### config.mk
export PLATFORM = sky130hd
export DESIGN_NAME = lsu_mem_master
export DESIGN_NICKNAME = d
export VERILOG_FILES = /design/src/rtl/mem_pkg.sv /design/src/rtl/mem_lane_align.sv /design/src/rtl/lsu_mem_master.sv
export SDC_FILE = /design/constraint.sdc
export NUM_CORES = 1
export LEC_CHECK = 0
export ABC_AREA = 1
export BUFFER_PORTS_ARGS = -buffer_cell sky130_fd_sc_hd__buf_2
export CAP_MARGIN = 40
export CORE_MARGIN = 1.5
export CORE_UTILIZATION = 40
export DETAILED_ROUTE_END_ITERATION = 6
export HOLD_SLACK_MARGIN = 0.05
export PLACE_DENSITY = 0.67
export SKIP_CTS_REPAIR_TIMING = 1
export SYNTH_ARGS = -nofsm -noshare
export SYNTH_HDL_FRONTEND = slang
export SYNTH_SLANG_ARGS = --single-unit
### constraint.sdc
create_clock -name clock -period 6.3 [get_ports clock]
set_clock_uncertainty 0.2 [all_clocks]
set_input_delay 1.575 -clock clock [delete_from_list [all_inputs] [get_ports clock]]
set_output_delay 1.575 -clock clock [all_outputs]
set_load 0.005 [all_outputs]
### src/rtl/mem_pkg.sv
// Shared encodings for the LSU memory master: access sizes, FSM states and lane-mask helpers.
package mem_pkg;

    typedef enum logic [1:0] {
        SZ_B = 2'd0,
        SZ_H = 2'd1,
        SZ_W = 2'd2,
        SZ_D = 2'd3
    } size_e;

    typedef enum logic [2:0] {
        ST_IDLE = 3'd0,
        ST_RD   = 3'd1,
        ST_WAIT = 3'd2,
        ST_WR   = 3'd3,
        ST_RESP = 3'd4
    } state_e;

    function automatic logic [7:0] byte_mask(input size_e size, input logic [2:0] off);
        logic [7:0] m;
        case (size)
            SZ_B:    m = 8'h01;
            SZ_H:    m = 8'h03;
            SZ_W:    m = 8'h0F;
            default: m = 8'hFF;
        endcase
        return m << off;
    endfunction

    // Natural alignment: the low 'size' address bits must be zero.
    function automatic logic is_misaligned(input size_e size, input logic [2:0] off);
        logic r;
        case (size)
            SZ_B:    r = 1'b0;
            SZ_H:    r = off[0];
            SZ_W:    r = |off[1:0];
            default: r = |off;
        endcase
        return r;
    endfunction

endpackage

### src/rtl/mem_lane_align.sv
// Combinational byte-lane steering: store data/mask shift-up and load extract with sign/zero extension.
module mem_lane_align
    import mem_pkg::*;
(
    input  size_e       size_i,
    input  logic [2:0]  off_i,
    input  logic        signed_i,
    input  logic [63:0] wdata_i,
    input  logic [63:0] rbeat_i,
    output logic [63:0] wdata_o,
    output logic [7:0]  wmask_o,
    output logic [63:0] rdata_o
);

    logic [63:0] rshift;

    assign wdata_o = wdata_i << {off_i, 3'b000};
    assign wmask_o = byte_mask(size_i, off_i);
    assign rshift  = rbeat_i >> {off_i, 3'b000};

    always_comb begin
        rdata_o = rshift;
        case (size_i)
            SZ_B:    rdata_o = {{56{signed_i & rshift[7]}},  rshift[7:0]};
            SZ_H:    rdata_o = {{48{signed_i & rshift[15]}}, rshift[15:0]};
            SZ_W:    rdata_o = {{32{signed_i & rshift[31]}}, rshift[31:0]};
            default: rdata_o = rshift;
        endcase
    end

endmodule

### src/rtl/lsu_mem_master.sv
// Single-outstanding load/store initiator on the ioMem_* port: aligns requests to a 64-bit beat,
// waits for the responder, and returns extended load data or an error.
module lsu_mem_master
    import mem_pkg::*;
#(
    parameter int ADDR_W  = 32,
    parameter int DATA_W  = 64,
    parameter int TIMEOUT = 255
) (
    input  logic              clock,
    input  logic              reset,
    input  logic              req_valid,
    output logic              req_ready,
    input  logic              req_wr,
    input  logic [ADDR_W-1:0] req_addr,
    input  logic [1:0]        req_size,
    input  logic              req_signed,
    input  logic [DATA_W-1:0] req_wdata,
    output logic              resp_valid,
    output logic [DATA_W-1:0] resp_rdata,
    output logic              resp_err,
    output logic              ioMem_ren,
    output logic [ADDR_W-1:0] ioMem_addr,
    input  logic [DATA_W-1:0] ioMem_rData,
    input  logic              ioMem_rvalid,
    input  logic              ioMem_hit,
    output logic              ioMem_wen,
    output logic [DATA_W-1:0] ioMem_wData,
    output logic [7:0]        ioMem_wMask
);

    localparam int CNT_W = (TIMEOUT > 0) ? $clog2(TIMEOUT + 1) : 1;
    localparam logic [CNT_W-1:0] TO_LIM = CNT_W'(TIMEOUT);

    state_e              state_q;
    logic [ADDR_W-1:0]   addr_q;
    size_e               size_q;
    logic                signed_q;
    logic [DATA_W-1:0]   wdata_q;
    logic [CNT_W-1:0]    cnt_q;
    logic                ready_q;
    logic                ren_q;
    logic                wen_q;
    logic                resp_valid_q;
    logic                resp_err_q;
    logic [DATA_W-1:0]   rdata_q;

    logic [63:0]         align_wdata;
    logic [7:0]          align_wmask;
    logic [63:0]         align_rdata;

    mem_lane_align u_align (
        .size_i   (size_q),
        .off_i    (addr_q[2:0]),
        .signed_i (signed_q),
        .wdata_i  (wdata_q),
        .rbeat_i  (ioMem_rData),
        .wdata_o  (align_wdata),
        .wmask_o  (align_wmask),
        .rdata_o  (align_rdata)
    );

    always_ff @(posedge clock) begin
        if (reset) begin
            state_q      <= ST_IDLE;
            addr_q       <= '0;
            size_q       <= SZ_B;
            signed_q     <= 1'b0;
            wdata_q      <= '0;
            cnt_q        <= '0;
            ready_q      <= 1'b1;
            ren_q        <= 1'b0;
            wen_q        <= 1'b0;
            resp_valid_q <= 1'b0;
            resp_err_q   <= 1'b0;
            rdata_q      <= '0;
        end else begin
            case (state_q)
                ST_IDLE: begin
                    if (req_valid) begin
                        addr_q   <= req_addr;
                        size_q   <= size_e'(req_size);
                        signed_q <= req_signed;
                        wdata_q  <= req_wdata;
                        ready_q  <= 1'b0;
                        if (is_misaligned(size_e'(req_size), req_addr[2:0])) begin
                            state_q      <= ST_RESP;
                            resp_valid_q <= 1'b1;
                            resp_err_q   <= 1'b1;
                            rdata_q      <= '0;
                        end else if (req_wr) begin
                            state_q <= ST_WR;
                            wen_q   <= 1'b1;
                        end else begin
                            state_q <= ST_RD;
                            ren_q   <= 1'b1;
                        end
                    end
                end
                ST_RD: begin
                    if (ioMem_hit) begin
                        state_q <= ST_WAIT;
                        ren_q   <= 1'b0;
                        cnt_q   <= '0;
                    end
                end
                ST_WAIT: begin
                    if (ioMem_rvalid) begin
                        state_q      <= ST_RESP;
                        resp_valid_q <= 1'b1;
                        rdata_q      <= align_rdata;
                    end else if (TIMEOUT != 0 && CNT_W'(cnt_q + 1'b1) == TO_LIM) begin
                        state_q      <= ST_RESP;
                        resp_valid_q <= 1'b1;
                        resp_err_q   <= 1'b1;
                        rdata_q      <= '0;
                    end else begin
                        cnt_q <= cnt_q + 1'b1;
                    end
                end
                ST_WR: begin
                    if (ioMem_hit) begin
                        state_q      <= ST_RESP;
                        wen_q        <= 1'b0;
                        resp_valid_q <= 1'b1;
                        rdata_q      <= '0;
                    end
                end
                ST_RESP: begin
                    state_q      <= ST_IDLE;
                    resp_valid_q <= 1'b0;
                    resp_err_q   <= 1'b0;
                    rdata_q      <= '0;
                    ready_q      <= 1'b1;
                end
                default: begin
                    state_q <= ST_IDLE;
                    ready_q <= 1'b1;
                    ren_q   <= 1'b0;
                    wen_q   <= 1'b0;
                end
            endcase
        end
    end

    // Store lanes are only driven while the write strobe is up.
    assign ioMem_wData = wen_q ? align_wdata : '0;
    assign ioMem_wMask = wen_q ? align_wmask : 8'h00;
    assign ioMem_addr  = {addr_q[ADDR_W-1:3], 3'b000};
    assign ioMem_ren   = ren_q;
    assign ioMem_wen   = wen_q;
    assign req_ready   = ready_q;
    assign resp_valid  = resp_valid_q;
    assign resp_err    = resp_err_q;
    assign resp_rdata  = rdata_q;

endmodule

==> results.toml, run 1 <==
[timing]
period_share_pct = 73.49
tightest_slew_ns = 0.8907
max_freq_mhz = 216.0
setup_viol = 0
finalHoldViolCount = 0
setup_tns_ns = 0
slew_headroom_pct = 40.62
slew_viol_final = 0
rsz0062_at_grt = "false"
min_period_ns = 4.630
whs_ns = 0.2449

[clock_tree]
h-tree-depth = 4
clkSinkCount = 179
clock_latency_ns = 0.44
cts_buffers = 17
clk_root_buffer_cell = "clkbuf_16"
cts_tree = "yes"
clk_pin_slew_worst_paths_ns = 0.07
clockBufferDepth = 2

[grt]
grt_pass1_wl_mm = 60.28
use_met3_pct = 6.194
met2_usage_pct = 44.39
grt_overflow = 0
grt_pass1_vias = 10740
grt_busiest_layer = "met2"
use_met1_pct = 37.98
grt_max_degree = 86
grt.total_usage_pct = 28.63
antenna_found_initial = 7

[final_layout]
layout.nets = 2066
postLayoutCellArea_um2 = 12590
fillers = 2763
drive_above_1_share_pct = 21.66
syn_to_final_growth_pct = 19.07

[setup_path]
critPathArrivalTime_ns = 2.86
critical_path.slowest_cell = "nand2_1"
cp_max_fo = 67
rrSetupSlack_ns = 2.67
reg2reg_from = "addr_q[1]$_SDFFE_PP0P_"
crit_type = "register to primary output"
max_stage_delay_ns = 0.71
worst-endpoint-required_ns = 4.53
reg2reg_depth = 9
startpoint = "addr_q[2]$_SDFFE_PP0P_"
path_cells = "buf_4, nand2_1, o21ai_0, a21oi_1, a21o_1, inv_1, buf_2"
worst_setup_path_start_kind = "register"
r2r-end = "resp_rdata[61]$_SDFFE_PP0P_"
endpoint_kind = "primary output"
crit_end = "ioMem_wMask[6]"

[placed_design]
io_buffers = 338
placed_area_um2 = 11980
hpwlAfterDp_mm = 30.27
gp_congestion = 1.099

[floorplan]
die_w_um = 165.6
ios = 342
die_y_um = 165.6
dieArea_um2 = 27410
coreArea_um2 = 25980
rows = 59
start_util_pct = 40.68

[power]
combinationalPowerShare_pct = 51.3
p_leak_nw = 5.761
clkPwrFrac_pct = 19.5
pwr_density_cell_nw_per_um2 = 435.9
power_frac_seq_pct = 29.2
power_switching_share_pct = 49.68
p_sw_mw = 2.726
ir_drop_v = 0.0002095
p_int_mw = 2.761

[route]
drtPass1Iterations = 6
ant_nets = 0
initialDrtViolationCount = 1636
totalWireLength_mm = 40.88
drc = 0
vias = 12480
drt-wirelength-per-cell_um = 18.18
routed_via_density = 5.548

[synth]
ys_seq_area_share_pct = 33.90
synth_cells = 1684
syn_area_per_cell_um2 = 6.278
yosys_warnings = 0
synthDistinctLibCells = 39
synth-seq-cells = 179
synth_area_um2 = 10570

[run_status]
outcome = "completed"

[worst_hold_path]
hp-class = "register to register"

[job]
max-cap-violations = 0
## logic make-up (layout without fill, tap and decap cells)
| group | Yosys count | after routing | share of synthesized area [%] |
|---|---|---|---|
| and+or+nand+nor | 710 | 710 | 27.90 |
| AOI/OAI and AO/OA | 507 | 507 | 25.13 |
| buffers and inverters | 282 | 503 | 12.52 |
| DFF | 179 | 179 | 33.90 |
| muxes | 3 | 3 | 0.2841 |
| adders and majority gates | 2 | 2 | 0.2367 |
| other | 1 | 10 | 0.03547 |
## cell usage in the layout (no fill, tap or decap), types with 3 or more instances in the layout
master,instances
buf_2,337
nor2_4,5
inv_8,4
inv_1,112
buf_4,16
nand2_1,441
clkinv_8,4
nor3_1,5
diode_2,7
o21ai_0,250
dfxtp_1,176
o22ai_1,24
o221ai_1,5
a22oi_1,8
conb_1,3
or2_2,7
nor2_1,107
a21oi_1,201
o211ai_1,5
nand3_2,3
mux2i_1,3
nand3_1,136
clkbuf_16,17
inv_6,3
## final cells by class
cell class              count  area (µm²)  share of cell area [%]
multi-input cells        1225        5684                   45.16
flip-flops and latches    179        3590                   28.52
repair buffers            355        1849                   14.69
inverters                 117       440.4                   3.499
clock buffers              17       425.4                   3.380
well taps                 335       419.2                   3.330
clock inverters            14       161.4                   1.282
diodes                      7       17.52                  0.1392
## power groups by stage
stage	combinational, mW	clock [mW]	sequential, mW
2_1_floorplan	2.07	0	1.56
3_3_place_gp	2.72	0	1.61
3_5_place_dp	2.74	0	1.62
4_1_cts	2.75	1.09	1.60
5_1_grt	3.09	1.14	1.64
6_report	2.81	1.07	1.60
## worst min-delay path by stage
stage	startpoint	slack (ns)	cells after the start	endpoint
floorplan	wdata_q[56]$_SDFFE_PP0P_	0.23	2	wdata_q[56]$_SDFFE_PP0P_
global placement	resp_valid$_SDFFE_PP0P_	0.24	2	resp_valid$_SDFFE_PP0P_
detailed placement	resp_valid$_SDFFE_PP0P_	0.24	2	resp_valid$_SDFFE_PP0P_
CTS	resp_valid$_SDFFE_PP0P_	0.25	2	resp_valid$_SDFFE_PP0P_
global route	addr_q[22]$_SDFFE_PP0P_	0.28	2	addr_q[22]$_SDFFE_PP0P_
finish	resp_valid$_SDFFE_PP0P_	0.24	2	resp_valid$_SDFFE_PP0P_
## through the flow
stage | setup slack [ns] | instances | power, mW | utilization (%)
floorplan | 3.083 | 1686 | 3.630 | -
global placement | 2.268 | 2209 | 4.330 | 45.95
detailed placement | 2.227 | 2211 | 4.365 | 46.11
CTS | 1.764 | 2242 | 5.443 | 48.37
global route | 1.545 | 2248 | 5.865 | 48.43
finish | 1.670 | 2249 | 5.487 | 48.44
## registers in the layout (all words and copies together), names as in the netlist
signal and cells:
addr_q 32, cnt_q 8, ioMem_ren 1, ioMem_wen 1
req_ready 1, resp_err 1, resp_rdata 64, resp_valid 1
signed_q 1, size_q 2, state_q 3, wdata_q 64
## worst max-delay path: cells and delay by family, from the launching register on
kind,cells,cell delay (ns)
buf+inv,3,0.75
flops,1,0.33
simple gates,1,0.71
compound gates,3,0.65
## layer usage
metal / vias to the layer above / part of all wire, %
met5: - / 0
met4: 0 / 3.8
met3: 96 / 8.7
met2: 642 / 46
met1: 5773 / 42
li1: 5967 / -
## Yosys cell counts, drive strengths merged
library cell	n	area share (%)
a211oi	1	0.071
a21boi	1	0.071
a21o	2	0.14
a21oi	201	9.5
a22oi	8	0.57
a31oi	2	0.12
buf	97	6.0
clkbuf	68	2.4
clkinv	2	0.071
conb	1	0.035
dfxtp	179	34
ha	2	0.24
inv	115	4.1
mux2i	3	0.28
nand2	444	16
nand3	140	6.9
nand4	1	0.20
nor2	112	4.3
nor3	5	0.24
nor4	1	0.059
o2111ai	2	0.17
o211ai	5	0.36
o21ai	251	12
o21bai	2	0.14
o221ai	5	0.41
o22ai	24	1.4
o31ai	2	0.14
o32ai	1	0.083
or2	7	0.41
No activity file was read; power rests on OpenSTA's default activity.
==> run 2, diff against run 1 <==
--- a/config.mk
+++ b/config.mk
@@ -12,7 +12,7 @@
 export CORE_UTILIZATION = 40
 export DETAILED_ROUTE_END_ITERATION = 6
 export HOLD_SLACK_MARGIN = 0.05
-export PLACE_DENSITY = 0.67
+export PLACE_DENSITY = 0.7
 export SKIP_CTS_REPAIR_TIMING = 1
 export SYNTH_ARGS = -nofsm -noshare
 export SYNTH_HDL_FRONTEND = slang
==> constraint.sdc (replaced) <==
create_clock -name clock -period 3.77 [get_ports clock]
set_clock_uncertainty 0.2 [all_clocks]
set_input_delay 0.9425 -clock clock [delete_from_list [all_inputs] [get_ports clock]]
set_output_delay 0.9425 -clock clock [all_outputs]
set_load 0.005 [all_outputs]
==> run 2 against run 1 <==
  * Combinational power up 71%
  * Critical endpoint is now ioMem_wData[57]
  * Non-clock buffer count increased by 19
  * Hold slack better by 0.013 ns
  * Count of clock-buffer cells in the layout grew 1
  * Clock power increased by 73%
  * Global-route usage increased by 0.57 points
  * Die area did not move
  * Critical path type unchanged
==> results.toml, run 2 (synthesis results as in run 1) <==
[run_status]
outcome = "completed"

[clock_tree]
clk_pin_slew_worst_paths_ns = 0.08
clkSinkCount = 179
cts_buffers = 17
cts_tree = "yes"
clk_root_buffer_cell = "clkbuf_16"
h-tree-depth = 4
clock_latency_ns = 0.44
clockBufferDepth = 2

[setup_path]
cp_max_fo = 51
reg2reg_depth = 10
max_stage_delay_ns = 0.67
critPathTopFamily = "compound AO/OA/AOI/OAI gates"
worst-endpoint-required_ns = 2.63
rrSetupSlack_ns = 0.75
path_buf_inv = 2
path_cells = "buf_4, nand2_1, o21ai_0, o21ai_0, o22ai_1, buf_2"
r2r-end = "resp_rdata[49]$_SDFFE_PP0P_"
startpoint = "addr_q[0]$_SDFFE_PP0P_"
worst_setup_path_start_kind = "register"
critical_path.slowest_cell = "dfxtp_4"
critPathArrivalTime_ns = 2.43
path_common_cell = "o21ai_0"
worst-path-stages = 6
endpoint_kind = "primary output"
crit_type = "register to primary output"
reg2reg_from = "addr_q[0]$_SDFFE_PP0P_"
crit_end = "ioMem_wData[57]"

[grt]
grt_pass1_wl_mm = 61.25
grt.total_usage_pct = 29.20
grt_overflow = 0
grt_pass1_vias = 10810
antenna_found_initial = 2
grt_max_degree = 74

[placed_design]
hpwlAfterDp_mm = 31.35
gp_congestion = 1.017
dpl.cell_count = 2230
io_buffers = 338

[timing]
max_freq_mhz = 279.9
rsz0062_at_grt = "false"
slew_headroom_pct = 44.54
min_period_ns = 3.573
slew_viol_final = 0
finalHoldViolCount = 0
setup_tns_ns = 0
setup_viol = 0
tightest_slew_ns = 0.8300
period_share_pct = 94.77
whs_ns = 0.2577

[power]
clkPwrFrac_pct = 19.7
power.total_mw = 9.384
power_frac_seq_pct = 29.1
combinationalPowerShare_pct = 51.2
p_leak_nw = 5.880
pwr_density_cell_nw_per_um2 = 734.6
p_sw_mw = 4.646
ir_drop_v = 0.0004055
p_int_mw = 4.738
power_switching_share_pct = 49.51

[final_layout]
final_cells = 2264
drive_above_1_share_pct = 22.47
layout_common_cells = "nand2_1 (441), buf_2 (337), o21ai_0 (250), a21oi_1 (201), dfxtp_1 (176)"
fillers = 2729
layout_commonest_cell = "nand2_1"
layout.nets = 2085
syn_to_final_growth_pct = 20.84

[floorplan]
ios = 342
dieArea_um2 = 27410
start_util_pct = 40.68
coreArea_um2 = 25980
die_y_um = 165.6
rows = 59
die_w_um = 165.6

[route]
vias = 12360
drtPass1Iterations = 6
ant_nets = 0
totalWireLength_mm = 41.27
routed_via_density = 5.461
drc = 0
initialDrtViolationCount = 1382
drt-wirelength-per-cell_um = 18.23

[job]
max-cap-violations = 0

[worst_hold_path]
hp-class = "register to register"
-- run 2: cell types whose count changed in the layout (fill, tap and decap cells not counted), sizes merged --
cell and change:
clkinvlp -1, clkbuf +1, buf +19, inv +1, diode -5
-- run 2: power groups by stage --
stage | clock network (mW) | registers [mW] | logic, mW
after floorplan | 0 | 2.60 | 3.46
final | 1.85 | 2.73 | 4.80
after CTS | 1.88 | 2.71 | 4.71
after global placement | 0 | 2.74 | 4.65
after detailed placement | 0 | 2.75 | 4.70
after global routing | 1.96 | 2.79 | 5.29
-- run 2: per-layer routing --
layer	wire [µm]	track usage, %	vias to the layer above	part of all wire (%)
li1	-	-	5999	-
met1	18220	40.20	5711	44
met2	18560	45.70	576	45
met3	2886	3.871	77	7.0
met4	1600	12.22	0	3.9
met5	0	0	-	0
-- run 2: layout make-up --
cell class                      instances  area (µm²)  share of cell area [%]
Antenna cell                            2       5.005                 0.03918
Clock buffer                           18       439.2                   3.438
Clock inverter                         14       161.4                   1.263
Inverter                              117       440.4                   3.448
Multi-Input combinational cell       1225        5684                   44.50
Sequential cell                       179        3592                   28.12
Tap cell                              335       419.2                   3.281
Timing Repair Buffer                  374        2033                   15.92
-- run 2: worst register-to-register path: stages, from the launching register on --
cell and delay, ns:
dfxtp_4 0.67, inv_1 0.15, buf_4 0.24, nand2_1 0.11, nand3_1 0.10, nand3_1 0.11, nand2_1 0.09, nand2_2 0.35
nand4_4 0.52, nand3_1 0.29, a21oi_1 0.09
-- run 2: how the worst min path moves through the flow --
stage	start	to	slack, ns	cells past startpoint
global route	wdata_q[60]$_SDFFE_PP0P_	wdata_q[60]$_SDFFE_PP0P_	0.27	2
global placement	resp_valid$_SDFFE_PP0P_	resp_valid$_SDFFE_PP0P_	0.24	2
floorplan	wdata_q[56]$_SDFFE_PP0P_	wdata_q[56]$_SDFFE_PP0P_	0.23	2
finish	resp_valid$_SDFFE_PP0P_	resp_valid$_SDFFE_PP0P_	0.26	2
CTS	resp_rdata[39]$_SDFFE_PP0P_	resp_rdata[39]$_SDFFE_PP0P_	0.26	2
detailed placement	resp_valid$_SDFFE_PP0P_	resp_valid$_SDFFE_PP0P_	0.25	2
-- run 2: metrics by stage --
stage,instance area (µm²),util (%),setup WS (ns)
2_1_floorplan,10580,-,1.186
3_3_place_gp,12120,46.64,0.4901
3_5_place_dp,12160,46.81,0.4159
4_1_cts,12760,49.12,-0.04622
5_1_grt,12770,49.16,0.1320
6_report,12770,49.16,0.1972
